$ cat src/rtl/mem_arbiter_if.sv
// Bus bundle between the CPU/IO requesters, the RAM and the mem_arbiter.
// The arbiter uses the slave modport; requesters and RAM sit on the master side.
interface mem_arbiter_if #(
    parameter int unsigned word_width = 16
);
    logic                  cpu_req;
    logic                  cpu_we;
    logic                  cpu_lock;
    logic [word_width-1:0] cpu_addr;
    logic [word_width-1:0] cpu_wdata;

    logic                  io_req;
    logic                  io_we;
    logic [word_width-1:0] io_addr;
    logic [word_width-1:0] io_wdata;

    logic                  cpu_gnt;
    logic                  io_gnt;
    logic                  cpu_ack;
    logic                  io_ack;
    logic [word_width-1:0] rdata;

    logic [word_width-1:0] ram_addr;
    logic [word_width-1:0] ram_din;
    logic [word_width-1:0] ram_dout;
    logic                  ram_oe;
    logic                  ram_we;

    logic                  busy;
    logic                  owner;

    modport master (
        output cpu_req, cpu_we, cpu_lock, cpu_addr, cpu_wdata,
        output io_req, io_we, io_addr, io_wdata,
        output ram_dout,
        input  cpu_gnt, io_gnt, cpu_ack, io_ack, rdata,
        input  ram_addr, ram_din, ram_oe, ram_we,
        input  busy, owner
    );

    modport slave (
        input  cpu_req, cpu_we, cpu_lock, cpu_addr, cpu_wdata,
        input  io_req, io_we, io_addr, io_wdata,
        input  ram_dout,
        output cpu_gnt, io_gnt, cpu_ack, io_ack, rdata,
        output ram_addr, ram_din, ram_oe, ram_we,
        output busy, owner
    );
endinterface

$ cat src/rtl/mem_arbiter.sv
// Two-requester (CPU/IO) single-port RAM arbiter: round-robin on ties, bounded
// CPU bus locking, fixed IDLE->GRANT->ACCESS->ACK sequence, all outputs registered.
module mem_arbiter #(
    parameter int unsigned word_width = 16,
    parameter int unsigned max_lock   = 4
) (
    input logic          clk,
    input logic          rst,
    mem_arbiter_if.slave bus
);
    localparam int unsigned cnt_w = (max_lock > 1) ? $clog2(max_lock + 1) : 1;

    typedef enum logic [1:0] {
        st_idle   = 2'd0,
        st_grant  = 2'd1,
        st_access = 2'd2,
        st_ack    = 2'd3
    } state_t;

    state_t state_q, state_d;

    // Registered output and datapath state (_q) with next values (_d).
    logic                  cpu_gnt_q, cpu_gnt_d;
    logic                  io_gnt_q, io_gnt_d;
    logic                  cpu_ack_q, cpu_ack_d;
    logic                  io_ack_q, io_ack_d;
    logic                  ram_oe_q, ram_oe_d;
    logic                  ram_we_q, ram_we_d;
    logic [word_width-1:0] ram_addr_q, ram_addr_d;
    logic [word_width-1:0] ram_din_q, ram_din_d;
    logic [word_width-1:0] rdata_q, rdata_d;
    logic                  busy_q, busy_d;
    logic                  owner_q, owner_d;
    logic [cnt_w-1:0]      lock_cnt_q, lock_cnt_d;

    logic                  win_io;
    logic                  lock_go;
    logic                  sel_we;
    logic [word_width-1:0] sel_addr;
    logic [word_width-1:0] sel_wdata;

    // The current owner's request fields, latched into the RAM-side registers in GRANT.
    assign sel_we    = owner_q ? bus.io_we    : bus.cpu_we;
    assign sel_addr  = owner_q ? bus.io_addr  : bus.cpu_addr;
    assign sel_wdata = owner_q ? bus.io_wdata : bus.cpu_wdata;

    // State and output registers.
    always_ff @(posedge clk) begin
        if (!rst) begin
            state_q    <= st_idle;
            cpu_gnt_q  <= 1'b0;
            io_gnt_q   <= 1'b0;
            cpu_ack_q  <= 1'b0;
            io_ack_q   <= 1'b0;
            ram_oe_q   <= 1'b0;
            ram_we_q   <= 1'b0;
            ram_addr_q <= '0;
            ram_din_q  <= '0;
            rdata_q    <= '0;
            busy_q     <= 1'b0;
            owner_q    <= 1'b1;
            lock_cnt_q <= '0;
        end else begin
            state_q    <= state_d;
            cpu_gnt_q  <= cpu_gnt_d;
            io_gnt_q   <= io_gnt_d;
            cpu_ack_q  <= cpu_ack_d;
            io_ack_q   <= io_ack_d;
            ram_oe_q   <= ram_oe_d;
            ram_we_q   <= ram_we_d;
            ram_addr_q <= ram_addr_d;
            ram_din_q  <= ram_din_d;
            rdata_q    <= rdata_d;
            busy_q     <= busy_d;
            owner_q    <= owner_d;
            lock_cnt_q <= lock_cnt_d;
        end
    end

    // Next-state and arbitration; a tie goes to whoever is not the current owner.
    always_comb begin
        state_d = state_q;
        win_io  = owner_q;
        lock_go = 1'b0;
        case (state_q)
            st_idle: begin
                if (bus.cpu_req || bus.io_req) begin
                    state_d = st_grant;
                    win_io  = bus.io_req && (!bus.cpu_req || !owner_q);
                end
            end
            st_grant:  state_d = st_access;
            st_access: state_d = st_ack;
            st_ack: begin
                if (!owner_q && bus.cpu_lock && bus.cpu_req
                    && (lock_cnt_q < cnt_w'(max_lock - 1))) begin
                    state_d = st_grant;
                    win_io  = 1'b0;
                    lock_go = 1'b1;
                end else begin
                    state_d = st_idle;
                end
            end
            default: state_d = st_idle;
        endcase
    end

    // Output/datapath next values, registered by the block above.
    always_comb begin
        cpu_gnt_d  = 1'b0;
        io_gnt_d   = 1'b0;
        cpu_ack_d  = 1'b0;
        io_ack_d   = 1'b0;
        ram_oe_d   = 1'b0;
        ram_we_d   = 1'b0;
        ram_din_d  = '0;
        ram_addr_d = ram_addr_q;
        rdata_d    = rdata_q;
        owner_d    = owner_q;
        lock_cnt_d = lock_cnt_q;
        busy_d     = (state_d != st_idle);

        if (state_d == st_grant) begin
            owner_d   = win_io;
            cpu_gnt_d = !win_io;
            io_gnt_d  = win_io;
        end

        if (state_q == st_grant) begin
            ram_addr_d = sel_addr;
            ram_we_d   = sel_we;
            ram_oe_d   = !sel_we;
            ram_din_d  = sel_we ? sel_wdata : '0;
        end

        if (state_q == st_access) begin
            cpu_ack_d = !owner_q;
            io_ack_d  = owner_q;
            if (ram_oe_q) begin
                rdata_d = bus.ram_dout;
            end
        end

        if (state_q == st_ack) begin
            lock_cnt_d = lock_go ? (lock_cnt_q + cnt_w'(1)) : '0;
        end
    end

    assign bus.cpu_gnt  = cpu_gnt_q;
    assign bus.io_gnt   = io_gnt_q;
    assign bus.cpu_ack  = cpu_ack_q;
    assign bus.io_ack   = io_ack_q;
    assign bus.ram_oe   = ram_oe_q;
    assign bus.ram_we   = ram_we_q;
    assign bus.ram_addr = ram_addr_q;
    assign bus.ram_din  = ram_din_q;
    assign bus.rdata    = rdata_q;
    assign bus.busy     = busy_q;
    assign bus.owner    = owner_q;
endmodule

$ cat src/flat_wrapper.sv
// flat-port wrapper written by rule: the top's interface ports become plain ports
module mem_arbiter_flat 
#(
    parameter int unsigned word_width = 16,
    parameter int unsigned max_lock   = 4
)
  (clk, rst, bus_cpu_req, bus_cpu_we, bus_cpu_lock, bus_cpu_addr, bus_cpu_wdata, bus_io_req, bus_io_we, bus_io_addr, bus_io_wdata, bus_ram_dout, bus_cpu_gnt, bus_io_gnt, bus_cpu_ack, bus_io_ack, bus_rdata, bus_ram_addr, bus_ram_din, bus_ram_oe, bus_ram_we, bus_busy, bus_owner);
  mem_arbiter_if #(.word_width(word_width)) bus_i ();
  input logic clk;
  input logic rst;
  input wire logic [$bits(bus_i.cpu_req)-1:0] bus_cpu_req;
  input wire logic [$bits(bus_i.cpu_we)-1:0] bus_cpu_we;
  input wire logic [$bits(bus_i.cpu_lock)-1:0] bus_cpu_lock;
  input wire logic [$bits(bus_i.cpu_addr)-1:0] bus_cpu_addr;
  input wire logic [$bits(bus_i.cpu_wdata)-1:0] bus_cpu_wdata;
  input wire logic [$bits(bus_i.io_req)-1:0] bus_io_req;
  input wire logic [$bits(bus_i.io_we)-1:0] bus_io_we;
  input wire logic [$bits(bus_i.io_addr)-1:0] bus_io_addr;
  input wire logic [$bits(bus_i.io_wdata)-1:0] bus_io_wdata;
  input wire logic [$bits(bus_i.ram_dout)-1:0] bus_ram_dout;
  output wire logic [$bits(bus_i.cpu_gnt)-1:0] bus_cpu_gnt;
  output wire logic [$bits(bus_i.io_gnt)-1:0] bus_io_gnt;
  output wire logic [$bits(bus_i.cpu_ack)-1:0] bus_cpu_ack;
  output wire logic [$bits(bus_i.io_ack)-1:0] bus_io_ack;
  output wire logic [$bits(bus_i.rdata)-1:0] bus_rdata;
  output wire logic [$bits(bus_i.ram_addr)-1:0] bus_ram_addr;
  output wire logic [$bits(bus_i.ram_din)-1:0] bus_ram_din;
  output wire logic [$bits(bus_i.ram_oe)-1:0] bus_ram_oe;
  output wire logic [$bits(bus_i.ram_we)-1:0] bus_ram_we;
  output wire logic [$bits(bus_i.busy)-1:0] bus_busy;
  output wire logic [$bits(bus_i.owner)-1:0] bus_owner;
  assign bus_i.cpu_req = bus_cpu_req;
  assign bus_i.cpu_we = bus_cpu_we;
  assign bus_i.cpu_lock = bus_cpu_lock;
  assign bus_i.cpu_addr = bus_cpu_addr;
  assign bus_i.cpu_wdata = bus_cpu_wdata;
  assign bus_i.io_req = bus_io_req;
  assign bus_i.io_we = bus_io_we;
  assign bus_i.io_addr = bus_io_addr;
  assign bus_i.io_wdata = bus_io_wdata;
  assign bus_i.ram_dout = bus_ram_dout;
  assign bus_cpu_gnt = bus_i.cpu_gnt;
  assign bus_io_gnt = bus_i.io_gnt;
  assign bus_cpu_ack = bus_i.cpu_ack;
  assign bus_io_ack = bus_i.io_ack;
  assign bus_rdata = bus_i.rdata;
  assign bus_ram_addr = bus_i.ram_addr;
  assign bus_ram_din = bus_i.ram_din;
  assign bus_ram_oe = bus_i.ram_oe;
  assign bus_ram_we = bus_i.ram_we;
  assign bus_busy = bus_i.busy;
  assign bus_owner = bus_i.owner;
  mem_arbiter #(.word_width(word_width), .max_lock(max_lock)) u_core (.clk(clk), .rst(rst), .bus(bus_i));
endmodule
$ cat config.mk
export PLATFORM = sky130hd
export DESIGN_NAME = mem_arbiter_flat
export DESIGN_NICKNAME = d
export VERILOG_FILES = /design/src/rtl/mem_arbiter_if.sv /design/src/rtl/mem_arbiter.sv /design/src/flat_wrapper.sv
export SDC_FILE = /design/constraint.sdc
export NUM_CORES = 1
export LEC_CHECK = 0
export ABC_AREA = 1
export CAP_MARGIN = 0
export CORE_MARGIN = 5
export CORE_UTILIZATION = 37
export CTS_CLUSTER_SIZE = 8
export DETAILED_ROUTE_END_ITERATION = 16
export PLACE_DENSITY_LB_ADDON = 0.3
export SYNTH_ARGS = -nofsm -noshare
export SYNTH_HDL_FRONTEND = slang
export SYNTH_SLANG_ARGS = --single-unit
$ cat constraint.sdc
create_clock -name clk -period 1.5 [get_ports clk]
set_input_delay 0.3 -clock clk [delete_from_list [all_inputs] [get_ports clk]]
set_output_delay 0.3 -clock clk [all_outputs]
set_load 0.1 [all_outputs]
# == Yosys cells after proc, flatten, opt, wreduce, memory -nomap -nowiden ==
# Index checks and enable logic that the tools add are counted.
# totals
reg_bits,61
input_bits,87
out_inout_bits,56
word_cells,48
# op_classes
add_sub_neg,1
n_lt_le_gt_ge,1
n_eq_ne,4
muxes,12
reduce_logical,17
# op_table
cell,count
two-way mux 16 bit,2
one-hot mux 2 bit (4 select lines),1
AND reduction 2 bit,4
two-way mux 1 bit,6
equality test 2 x 1 -> 1 bit (second input constant),2
equality test 2 bit (second input constant),2
logical AND 1 bit,4
zero test 1 bit,4
adder 3 x 1 -> 3 bit (second input constant),1
< comparator 3 x 2 -> 1 bit (second input constant),1
two-way mux 3 bit,1
AND reduction 3 bit,1
zero test 2 bit,1
logical OR 1 bit,2
two-way mux 2 bit,1
one-hot mux 1 bit (2 select lines),1
nonzero test 2 bit,1

# == Logic depth before layout (Yosys ltp) ==
# depth
depth_word,8
ltp_mapped,10
depth_no_buf,9

# == Worst setup path before layout ==
# Ideal clock, no wire load.
# synth_timing
path_type,register to register
start,"register u_core.ram_oe_q, in the netlist u_core.bus.ram_oe"
end,"register u_core.rdata_q[0], in the netlist u_core.bus.rdata[0]"
arrival_time_ps,1730
required_ps,1435
setup_slack_ps,-295
path_stages_with_launch,6
cell_sequence,dfxtp_1 > nand2_1 > inv_1 > buf_4 > nor2_1 > nor2_1
# synth_between
elab_chain_len,1
# synth_lines
element,line,text
"start, declared",mem_arbiter.sv:27,"logic ram_oe_q, ram_oe_d;"
"start signal, assigned",mem_arbiter.sv:69,ram_oe_q <= ram_oe_d;
AND reduction 2 bit (no source line),-,
"end signal, assigned",mem_arbiter.sv:73,rdata_q <= rdata_d;
"end, declared",mem_arbiter.sv:31,"logic [word_width-1:0] rdata_q, rdata_d;"
# No other way between the ends.
# A chain may end at the register's enable or synchronous reset.

# == Worst setup path in the final report ==
# layout_timing
start,register u_core.state_q[1]
end,"register u_core.ram_addr_q[10], in the netlist u_core.bus.ram_addr[10]"
# layout_between
elab_chain_len,1
# layout_lines
element,line,text
"start, declared",mem_arbiter.sv:20,"state_t state_q, state_d;"
"start signal, assigned",mem_arbiter.sv:50,state_q <= st_idle;
"start signal, assigned",mem_arbiter.sv:64,state_q <= state_d;
equality test 2 x 1 -> 1 bit,mem_arbiter.sv:129,if (state_q == st_grant) begin
"end signal, assigned",mem_arbiter.sv:71,ram_addr_q <= ram_addr_d;
"end, declared",mem_arbiter.sv:29,"logic [word_width-1:0] ram_addr_q, ram_addr_d;"
# No other way between the ends.

==> results by group <==
Yosys
  • Synth Cell Area: 2400 um2
  • Yosys warns: 0
  • Avg Cell Area, Syn: 7.99 um2
  • Share of the yosys chip area belonging to registers: 50.9%
  • Library cells used by synthesis: 24
  • Synth Register Bits: 61
  • Syn Inst Count: 300
  • Synthesized netlist net count: 392

Worst setup path
  • FF-to-FF Start: u_core.state_q[1]
  • Nature of the critical path startpoint: flip-flop
  • Setup CP Type: flip-flop to flip-flop
  • Worst EP required: 1.71 ns
  • Most common cell on crit path: a21oi_1
  • Delay-heaviest family, CP: adder cells
  • Slowest cell on the critical path: ha_1
  • Worst R2R Setup Slack: 0.12 ns
  • Critical Path End Type: flip-flop
  • Worst r2r dst: u_core.bus.ram_addr[10]
  • Worst Reg2Reg Path Length in Cells: 5
  • CP Cell Sequence: inv_1 > ha_1 > inv_2 > a21oi_1 > a21oi_1
  • CP max stage delay: 0.36 ns
  • Buf/Inv on CP: 2
  • WP data arrival: 1.59 ns
  • Highest net fanout along the worst path: 17

Global route
  • Gr ovfl total: 0
  • Largest net degree at the start of global routing: 24
  • Antenna violations before repair: 0
  • GRT Total Usage: 18.9%
  • First-pass GRT wire length: 12600 um
  • Vias in the first global route: 2577

Floorplanning
  • IO Pins: 143
  • Total die area: 8190 um2
  • Core Area: 6310 um2
  • Die Height: 90.5 um
  • Cell row count: 29
  • Initial Utilization: 38.0%
  • Die Span X: 90.5 um

Routing
  • Count of antenna-violating nets left after detailed routing: 0
  • Routed wire length: 7740 um
  • Iteration-0 DRC Markers: 91
  • Routed vias/inst: 4.79
  • Drt pass-1 iters: 5
  • Post-DR wirelength/cell: 14.6 um
  • Routed via count: 2535
  • DR DRC count: 0

Placed design
  • Cell Area, Placed: 4480 um2
  • Placed instance count: 513
  • Port buffer count: 142
  • GPL Wtd Cong: 0.797
  • Worst slack at placement: -0.0386 ns
  • Detailed Place HPWL: 6070 um

STA
  • Worst-margin pin slew: 0.345 ns
  • Final Hold Viols: 0
  • Layout Skew: 0.0109 ns
  • Setup TNS Final: 0 ns
  • Fin crit period: 1.38 ns
  • Worst slew margin: 77.0%
  • Final setup viols: 0
  • Tcrit/Tclk final: 92.1%
  • RSZ-0062 raised after global routing: no
  • Slew Viols, Final: 0
  • Final setup margin: 0.118 ns
  • Peak Freq: 723 MHz

Min path
  • Worst Hold Endpoint: u_core.lock_cnt_q[2]
  • Hold path depth: 2
  • HP Start: u_core.lock_cnt_q[2]
  • Hold crit path type: flip-flop to flip-flop

Clock network
  • Clk Latency, worst-skew pair: 0.33 ns
  • H-tree depth: 3
  • TritonCTS Sinks: 61
  • CTS clk-pin slew, worst paths: 0.06 ns
  • CTS tree: built
  • CTS Hold Buffers Added: 0
  • CTS Buf Count: 9
  • Clk Tree Root Cell: clkbuf_8
  • Max clock buf depth: 2

Power and ir drop
  • Power Density: 1730 nW/um2
  • Static Leak: 1.88 nW
  • Peak supply drop: 1.31 mV

Flow run
  • Max-cap viol count: 0

Layout
  • Proportion of layout cells with a drive suffix above 1: 22.6%
  • Final layout net count: 540
  • Fin area: 4660 um2
  • Most common cell after layout, fill and taps aside: clkdlybuf4s50_1
  • Final core utilization: 73.8%
  • Layout Cells excl Fill: 529
  • N_diodes: 0
  • Area grow syn2layout: 94.4%
  • Most frequent cells in the layout: clkdlybuf4s50_1 (86), nand2_1 (65), buf_12 (58), dfxtp_1 (58), a21oi_1 (43)

Status
  • Status: complete, no violations
## kinds of logic after synthesis
family | after synthesis | share of synthesized area (%)
and+or+nand+nor | 116 | 20.3
AOI/OAI and AO/OA | 86 | 19.6
DFF | 61 | 50.9
buffers and inverters | 32 | 6.58
adders and majority gates | 5 | 2.61
## sequential cells by signal, summed over array words and instances, names as in the netlist, 2 cells and up
name                 flops
u_core.bus.ram_din      16
u_core.lock_cnt_q        3
u_core.bus.ram_addr     16
u_core.bus.rdata        16
u_core.state_q           2
## metal layers
metal	share of wire, %	GRT usage (%)	vias up
met5	0	0	-
met4	1.0	5.58	0
met3	8.5	7.00	9
met2	50	32.4	102
met1	40	21.7	1153
li1	-	-	1271
## per-stage QoR
stage          total power [mW]  hold slack [ns]
2_1_floorplan              5.05            0.443
3_5_place_dp               6.85            0.476
6_report                   8.04            0.490
5_1_grt                    8.42            0.515
4_1_cts                    8.10            0.485
3_3_place_gp               6.80            0.451
## layout make-up
type | count | area (um2)
clock buffer | 13 | 149
clock inverter | 2 | 10.0
fill | 474 | 1650
inverter | 15 | 65.1
multi-input combinational | 207 | 1020
sequential | 61 | 1220
tap | 77 | 96.3
timing repair buffer | 154 | 2100
## tightest hold or removal path: cells and delay by family, from the launching register on
| kind | cells | cell delay [ns] |
|---|---|---|
| and+or+nand+nor | 1 | 0.07 |
| AOI/OAI and AO/OA | 1 | 0.06 |
| DFF | 1 | 0.32 |
## worst max path at each step
stage	from	to	slack (ns)	depth (start not counted)
floorplan	u_core.bus.owner	u_core.bus.ram_we	0.03	7
detailed placement	rst	u_core.bus.ram_din[2]	-0.04	4
global route	u_core.state_q[1]	u_core.bus.ram_addr[10]	0.001	5
CTS	u_core.state_q[0]	u_core.bus.rdata[8]	0.05	6
global placement	rst	u_core.bus.ram_din[4]	0.01	4
finish	u_core.state_q[1]	u_core.bus.ram_addr[10]	0.12	5
## synthesized netlist by cell type
cell      count  area (um2)
inv_2         1        3.75
a21oi_1      43         215
nor2_4        1        11.3
clkinv_4      1        8.76
dfxtp_1      61        1220
clkbuf_1      6        22.5
nand2_2       2        12.5
buf_1         1        3.75
nor2_1       38         143
ha_1          5        62.6
nand4_1       1        6.26
buf_6         2        22.5
nand3_4       1        17.5
a211oi_1      1        7.51
buf_4         3        22.5
nand3_2       1        10.0
a21oi_2      10        87.6
o21ai_0      32         160
nand2_4       1        11.3
buf_2         5        25.0
inv_1        13        48.8
nand2_1      65         244
nand3_1       3        15.0
nor3_1        3        15.0
## report_power, final
group | switching, mW | leakage (nW) | internal [mW]
clock network | 0.604 | 0.0833 | 0.633
registers | 0.305 | 0.497 | 1.94
logic | 2.96 | 1.30 | 1.61
total | 3.87 | 1.88 | 4.18
## repair_timing
| action | 4_1_cts | 5_1_grt |
|---|---|---|
| endpoints found under the setup margin | 0 | 21 |
| resized for setup | 0 | 2 |
| setup buffers | 0 | 1 |
Power figures use the tool's default switching activity.
